$ cat src/rtl/dice_round_ctrl.sv
// dice_round_ctrl: initiator side of the dice-throw round handshake.
// Synchronises and debounces both player buttons, drives start1/start2 to the
// roll-delay timer, tracks the round number and ends the game after the last
// round. Optional build macro AUTO_RESTART_EN lets a both-button press in DONE
// start a new game; without it DONE is terminal until rst_n.
module dice_round_ctrl #(
    parameter int unsigned DEB_CYCLES = 1000000,
    parameter int unsigned ROUNDS     = 3,
    parameter int unsigned ACK_CYCLES = 16
) (
    input  logic       clk,
    input  logic       rst_n,
    input  logic       btn1_n,
    input  logic       btn2_n,
    input  logic       is_wait,
    input  logic       is_final_finish,
    output logic       start1,
    output logic       start2,
    output logic       is_final,
    output logic [3:0] round_idx,
    output logic       game_over,
    output logic       ack_err
);

    typedef enum logic [2:0] {ARM, HOLD, WAIT_ACK, ROLL, DONE} state_t;

    localparam int unsigned DW = (DEB_CYCLES > 1) ? $clog2(DEB_CYCLES) : 1;
    localparam int unsigned AW = (ACK_CYCLES > 1) ? $clog2(ACK_CYCLES) : 1;
    localparam logic [DW-1:0] DEB_LAST       = DW'(DEB_CYCLES - 1);
    localparam logic [AW-1:0] ACK_LAST       = AW'(ACK_CYCLES - 1);
    localparam logic [3:0]    LAST_ROUND     = 4'(ROUNDS - 1);
    localparam logic          FINAL_AT_RESET = (ROUNDS == 1);

    logic [1:0]    meta_n, sync_n;
    logic          btn1, btn2;
    logic [DW-1:0] deb_cnt1, deb_cnt2;

    state_t        state, state_nxt;
    logic          start1_nxt, start2_nxt, is_final_nxt, game_over_nxt, ack_err_nxt;
    logic [3:0]    round_nxt;
    logic [AW-1:0] ack_cnt, ack_cnt_nxt;
    logic          arm_block;

    // Two-flop synchroniser followed by a per-button debouncer; the counter
    // only advances while the sample differs from the accepted level.
    always_ff @(posedge clk or negedge rst_n) begin
        if (!rst_n) begin
            meta_n   <= '1;
            sync_n   <= '1;
            btn1     <= 1'b0;
            btn2     <= 1'b0;
            deb_cnt1 <= '0;
            deb_cnt2 <= '0;
        end else begin
            meta_n <= {btn2_n, btn1_n};
            sync_n <= meta_n;
            if (!sync_n[0] == btn1) begin
                deb_cnt1 <= '0;
            end else if (deb_cnt1 == DEB_LAST) begin
                btn1     <= !sync_n[0];
                deb_cnt1 <= '0;
            end else begin
                deb_cnt1 <= deb_cnt1 + 1'b1;
            end
            if (!sync_n[1] == btn2) begin
                deb_cnt2 <= '0;
            end else if (deb_cnt2 == DEB_LAST) begin
                btn2     <= !sync_n[1];
                deb_cnt2 <= '0;
            end else begin
                deb_cnt2 <= deb_cnt2 + 1'b1;
            end
        end
    end

`ifdef AUTO_RESTART_EN
    logic arm_block_nxt;

    // Blocks ARM presses after a restart until both buttons are released.
    always_ff @(posedge clk or negedge rst_n) begin
        if (!rst_n) arm_block <= 1'b0;
        else        arm_block <= arm_block_nxt;
    end
`else
    assign arm_block = 1'b0;
`endif

    // State and registered outputs.
    always_ff @(posedge clk or negedge rst_n) begin
        if (!rst_n) begin
            state     <= ARM;
            start1    <= 1'b0;
            start2    <= 1'b0;
            is_final  <= FINAL_AT_RESET;
            round_idx <= '0;
            game_over <= 1'b0;
            ack_err   <= 1'b0;
            ack_cnt   <= '0;
        end else begin
            state     <= state_nxt;
            start1    <= start1_nxt;
            start2    <= start2_nxt;
            is_final  <= is_final_nxt;
            round_idx <= round_nxt;
            game_over <= game_over_nxt;
            ack_err   <= ack_err_nxt;
            ack_cnt   <= ack_cnt_nxt;
        end
    end

    // Next-state and next-output logic for the round handshake.
    always_comb begin
        state_nxt     = state;
        start1_nxt    = start1;
        start2_nxt    = start2;
        is_final_nxt  = is_final;
        round_nxt     = round_idx;
        game_over_nxt = game_over;
        ack_err_nxt   = ack_err;
        ack_cnt_nxt   = ack_cnt;
`ifdef AUTO_RESTART_EN
        arm_block_nxt = arm_block;
`endif
        case (state)
            ARM: begin
                if (arm_block) begin
`ifdef AUTO_RESTART_EN
                    if (!btn1 && !btn2) arm_block_nxt = 1'b0;
`endif
                end else begin
                    start1_nxt = start1 | btn1;
                    start2_nxt = start2 | btn2;
                end
                if (start1 && start2) state_nxt = HOLD;
            end
            HOLD: begin
                if (!start1 && !start2) begin
                    state_nxt   = WAIT_ACK;
                    ack_cnt_nxt = '0;
                end else begin
                    start1_nxt = btn1;
                    start2_nxt = btn2;
                end
            end
            WAIT_ACK: begin
                start1_nxt = 1'b0;
                start2_nxt = 1'b0;
                if (!is_wait) begin
                    state_nxt = ROLL;
                end else if (ack_cnt == ACK_LAST) begin
                    ack_err_nxt = 1'b1;
                    state_nxt   = ROLL;
                end else begin
                    ack_cnt_nxt = ack_cnt + 1'b1;
                end
            end
            ROLL: begin
                start1_nxt = 1'b0;
                start2_nxt = 1'b0;
                if (is_final) begin
                    if (is_final_finish) begin
                        game_over_nxt = 1'b1;
                        state_nxt     = DONE;
                    end
                end else if (is_wait) begin
                    round_nxt    = round_idx + 4'd1;
                    is_final_nxt = ((round_idx + 4'd1) == LAST_ROUND);
                    state_nxt    = ARM;
                end
            end
            DONE: begin
                start1_nxt = 1'b0;
                start2_nxt = 1'b0;
`ifdef AUTO_RESTART_EN
                if (btn1 && btn2) begin
                    state_nxt     = ARM;
                    round_nxt     = '0;
                    game_over_nxt = 1'b0;
                    ack_err_nxt   = 1'b0;
                    is_final_nxt  = FINAL_AT_RESET;
                    arm_block_nxt = 1'b1;
                end
`endif
            end
            default: state_nxt = ARM;
        endcase
    end

endmodule
$ cat config.mk
export PLATFORM = sky130hd
export DESIGN_NAME = dice_round_ctrl
export DESIGN_NICKNAME = d
export VERILOG_FILES = /design/src/rtl/dice_round_ctrl.sv
export SDC_FILE = /design/constraint.sdc
export NUM_CORES = 1
export LEC_CHECK = 0
export ABC_AREA = 1
export BUFFER_PORTS_ARGS = -buffer_cell sky130_fd_sc_hd__buf_2
export CAP_MARGIN = 0
export CORE_MARGIN = 3
export CORE_UTILIZATION = 33
export CTS_CLUSTER_DIAMETER = 60
export DETAILED_ROUTE_END_ITERATION = 7
export GPL_TIMING_DRIVEN = 1
export HOLD_SLACK_MARGIN = 0.15
export PLACE_DENSITY = 0.51
export SKIP_LAST_GASP = 1
export SYNTH_ARGS = -nofsm -noshare
export SYNTH_HDL_FRONTEND = slang
export SYNTH_SLANG_ARGS = --single-unit
$ cat constraint.sdc
create_clock -name clk -period 2.7 [get_ports clk]
set_input_delay 0.135 -clock clk [delete_from_list [all_inputs] [get_ports clk]]
set_output_delay 0.135 -clock clk [all_outputs]
set_load 0.005 [all_outputs]
; ---- Word-level counts from Yosys, hierarchy flattened
; Index checks and enable logic that the tools add are counted.
[totals]
ff_bits = 62
in_bits = 6
out_inout_bits = 9
elab_cells = 82
[op_classes]
n_addsub = 4
n_eq_ne = 18
mux = 22
n_bitwise = 6
reduce_logical = 18
[op_table]
columns = cell, n
row1 = two-way mux 20 bit, 4
row2 = "adder 20 x 1 -> 20 bit, second input constant", 2
row3 = "equality test 20 bit, second input constant", 2
row4 = two-way mux 3 bit, 7
row5 = one-hot mux 3 bit (5 select lines), 1
row6 = two-way mux 4 bit, 3
row7 = "inequality test 2 bit, second input constant", 5
row8 = "inequality test 3 bit, second input constant", 3
row9 = AND reduction 3 bit, 3
row10 = "adder 4 x 1 -> 4 bit, second input constant", 2
row11 = one-hot mux 4 bit (2 select lines), 1
row12 = "equality test 3 x 2 -> 1 bit, second input constant", 2
row13 = one-hot mux 1 bit (3 select lines), 2
row14 = AND reduction 2 bit, 3
row15 = AND reduction 6 bit, 1
row16 = "equality test 4 x 2 -> 1 bit, second input constant", 1
row17 = "equality test 4 bit, second input constant", 1
row18 = zero test 1 bit, 4
row19 = two-way mux 1 bit, 4
row20 = NOT 1 bit, 4
row21 = AND reduction 4 bit, 1
row22 = "equality test 3 x 1 -> 1 bit, second input constant", 1
row23 = "equality test 3 bit, second input constant", 1
row24 = zero test 3 bit, 1
row25 = 6 further kinds, 9

; ---- Logic depth before layout (Yosys ltp)
[logic_depth]
word_depth = 4
ltp_mapped = 9

; ---- Least setup slack after synthesis
; Ideal clock, no wire load.
[synth_path]
path_type = register to register
from = register deb_cnt2[0]
to = register deb_cnt2[10]
setup_time_ns = 0.119
arrival_time_ns = 1.234
required_time_ns = 2.581
slack_ns = 1.347
stages_incl_launch_ff = 8
path_buffers = 1
cell_sequence = dfrtp_1 > ha_1 > nand2_1 > nor3_2 > nand3_1 > nand2_1 > buf_4 > nor2_1
[synth_via]
elab_chain_len = 3
word_cells_on_any_way = 4
classes_between = add/sub: 1 / eq/ne: 1 / mux: 2
[synth_lines]
columns = element, line_no
row1 = "start, declared", 36  ; logic [DW-1:0] deb_cnt1, deb_cnt2;
row2 = "start signal, assigned", 71  ; deb_cnt2 <= deb_cnt2 + 1'b1;
row3 = adder 20 x 1 -> 20 bit / equality test 20 bit (equally long branches), "71, 67"
row4 = two-way mux 20 bit *, 67  ; end else if (deb_cnt2 == DEB_LAST) begin
row5 = two-way mux 20 bit *, 65  ; if (!sync_n[1] == btn2) begin
; Every way passes the cells marked *; elsewhere a longest branch is shown, timed or not.
; A chain may end at the register's enable or synchronous reset.

; ---- Worst setup path after layout
[layout_path]
from = register deb_cnt2[0]
to = register deb_cnt2[19]
; Same word-level chain as after synthesis.

==> flow_metrics.env <==
export IMPL_dp_hpwl_mm=4.80
export IMPL_n_antenna_cell=0
export IMPL_grt_setup_unrepaired="no"
export IMPL_coreArea_um2=9820
export IMPL_power_density_nw_per_um2=487
export IMPL_drtAntennaViolNets=0
export IMPL_path_cells="ha_1 -> nand2_1 -> nor3_2 -> nand3_1 -> nand2_1 -> inv_1 -> nand2_1 -> nor2_1"
export IMPL_area_growth_pct=15.1
export IMPL_instances_no_fill=589
export IMPL_ir_drop_v=0.000182
export IMPL_grt_pass1_vias=2663
export IMPL_avgSynthCellArea_um2=7.92
export IMPL_slew_viol_final=0
export IMPL_drc=0
export IMPL_crit_path_top_delay_cell="dfrtp_1"
export IMPL_viasPerCell=4.49
export IMPL_tritoncts="yes"
export IMPL_synth_async_reset_ratio=1.00
export IMPL_ys_seq_area_frac=0.467
export IMPL_pin_count=15
export IMPL_worst_pin_slew_ps=724
export IMPL_cts_max_level=3
export IMPL_die_h_um=107
export IMPL_grt_usage=0.130
export IMPL_path_clk_slew_ps=80
export IMPL_hp_class="reg2reg"
export IMPL_cap_violations=0
export IMPL_end_kind="flip-flop"
export IMPL_placed_cells=568
export IMPL_clk_path_buf_depth=2
export IMPL_arrival_ps=2030
export IMPL_clock_latency_ps=350
export IMPL_yosysWarnings=0
export IMPL_synth_ff_type="dfrtp_1"
export IMPL_fin_ws_ps=901
export IMPL_fin_crit_sh=0.666
export IMPL_worstPathRequired_ps=2930
export IMPL_antenna_found_initial=0
export IMPL_p_leak_nw=1.66
export IMPL_root_buffer="clkbuf_8"
export IMPL_dieWidth_um=107
export IMPL_cpPeakStageDelay_ps=370
export IMPL_drive_gt1_frac=0.167
export IMPL_cts_made_buffers=9
export IMPL_fin_crit_ps=1800
export IMPL_crit_family="simple AND/OR/NAND/NOR gates"
export IMPL_whs_ps=360
export IMPL_grt_overflow=0
export IMPL_hold_viol_final=0
export IMPL_crit_buf_inv=1
export IMPL_wire_per_inst_um=11.2
export IMPL_drt_iter0_markers=89
export IMPL_fin_skew_ps=17.3
export IMPL_cpMostUsedCell="nand2_1"
export IMPL_max_freq_mhz=556
export IMPL_setup_tns_ps=0
export IMPL_wirelength_mm=6.59
export IMPL_grt_max_degree=34
export IMPL_gp_congestion=0.820
export IMPL_synth_edf_count=0
export IMPL_run_status="complete, no violations"
export IMPL_numClockSinks=62
export IMPL_worstPathMaxFanout=12
export IMPL_crit_path_start_kind="flip-flop"
export IMPL_fp_row_count=36
export IMPL_start_util=0.340
export IMPL_synth_nets=432
export IMPL_setup_viol=0
export IMPL_grt_pass1_wl_mm=11.9
export IMPL_path_class="reg2reg"
export IMPL_netlist_area_um2=3330
export IMPL_drt_pass1_iterations=4
export IMPL_reg2reg_setup_slack_ps=900
export IMPL_synth_cells=421
export IMPL_dieArea_um2=11300
export IMPL_yosysUniqueCellTypes=30
export IMPL_relSlewSlack=0.517
export IMPL_io_buffers=14
export IMPL_fin_nets=462
export IMPL_dr_total_vias=2643
export IMPL_ys_seq_elements=62
export IMPL_cts_resized=0
export IMPL_dp_slack_ps=874
-- worst paths after layout --
path | end | from | cells past startpoint
max in group asynchronous | sync_n[1]$_DFF_PN1_ | rst_n | 3
worst max register to register | deb_cnt2[19]$_DFF_PN0_ | deb_cnt2[0]$_DFF_PN0_ | 8
worst min-delay path | sync_n[0]$_DFF_PN1_ | meta_n[0]$_DFF_PN1_ | 0
min in group asynchronous | round_idx[2]$_DFFE_PN0P_ | rst_n | 2
worst min register to register | sync_n[0]$_DFF_PN1_ | meta_n[0]$_DFF_PN1_ | 0
worst max-delay path | deb_cnt2[19]$_DFF_PN0_ | deb_cnt2[0]$_DFF_PN0_ | 8
-- final cells by class --
type,instances,area [µm²]
fillers,1057,5980
multi-input cells,309,1590
flip-flops and latches,62,1560
inverters,49,184
well taps,133,166
repair buffers,20,140
clock buffers,9,124
clock inverters,7,81.3
-- cell usage after synthesis (6+ instances only) --
library cell,n,share of area
xor2_1,14,0.037
o21ai_0,8,0.012
inv_1,43,0.048
nand3_1,27,0.041
nand4_1,9,0.017
nor2_1,88,0.099
dfrtp_1,58,0.44
nor2_4,6,0.020
a21oi_1,8,0.012
nor2_2,8,0.015
xnor2_1,8,0.021
inv_2,6,0.0068
nand2_2,7,0.013
nand2_1,91,0.10
-- state kept, by name, summed over array words and instances (netlist names) --
signal and count:
meta_n 2, round_idx 4, start2 1, start1 1
sync_n 2, state 3, is_final 1, ack_err 1
deb_cnt1 20, btn2 1, deb_cnt2 20, game_over 1
btn1 1, ack_cnt 4
-- logic make-up after synthesis --
logic type | count (synthesis) | synth area share
simple gates | 257 | 0.358
flops | 62 | 0.467
buf+inv | 50 | 0.0574
compound gates | 25 | 0.0413
xor+xnor | 22 | 0.0578
fa+ha+maj | 5 | 0.0188
-- metal layers --
| layer | routed length [µm] | up-vias | part of all wire | global-route usage |
|---|---|---|---|---|
| li1 | - | 1389 | - | - |
| met1 | 3340 | 1219 | 0.51 | 0.172 |
| met2 | 2980 | 28 | 0.45 | 0.209 |
| met3 | 192 | 7 | 0.029 | 0.0316 |
| met4 | 83 | 0 | 0.013 | 0.0438 |
| met5 | 0 | - | 0 | 0 |
-- metrics by stage --
step / power (mW) / instance area [µm²] / utilization
after global routing: 1.95 / 3840 / 0.391
after floorplan: 0.989 / 3330 / -
after detailed placement: 1.03 / 3580 / 0.365
after global placement: 1.02 / 3580 / 0.365
after CTS: 1.91 / 3840 / 0.391
final: 1.87 / 3840 / 0.391
-- where the power goes --
| part | total (mW) | leakage, nW | switching [mW] | internal [mW] |
|---|---|---|---|---|
| clock | 0.860 | 0.101 | 0.420 | 0.439 |
| sequential | 0.948 | 0.832 | 0.00771 | 0.941 |
| combinational | 0.0614 | 0.727 | 0.0415 | 0.0199 |
-- layout by cell type (no fill, tap or decap), types with 2 or more instances in the layout --
master,synthesis,layout
nand2_2,7,7
a31o_2,2,2
dfstp_2,4,4
clkinv_4,0,2
inv_6,0,3
nor2_1,88,88
nor3b_1,2,2
xor2_1,14,14
or2_2,2,2
nor3_2,4,4
nand2_1,91,91
dfrtp_1,58,58
dlygate4sd3_1,0,5
nand3_2,5,5
clkbuf_8,0,9
o21ai_1,4,4
nor2_4,6,6
xnor2_1,8,8
o21ai_0,8,8
nor3_1,4,4
nor2_2,8,8
nand3_1,27,27
inv_2,6,6
a21oi_1,8,8
nand4_1,9,9
ha_1,5,5
buf_2,0,14
a31oi_1,2,2
inv_1,43,43
-- repair_timing --
item                      4_1_cts  5_1_grt
buffers inserted                0        0
hold endpoints to repair       32        0
hold buffers                    5        0
(Power assumes the default switching activity.)
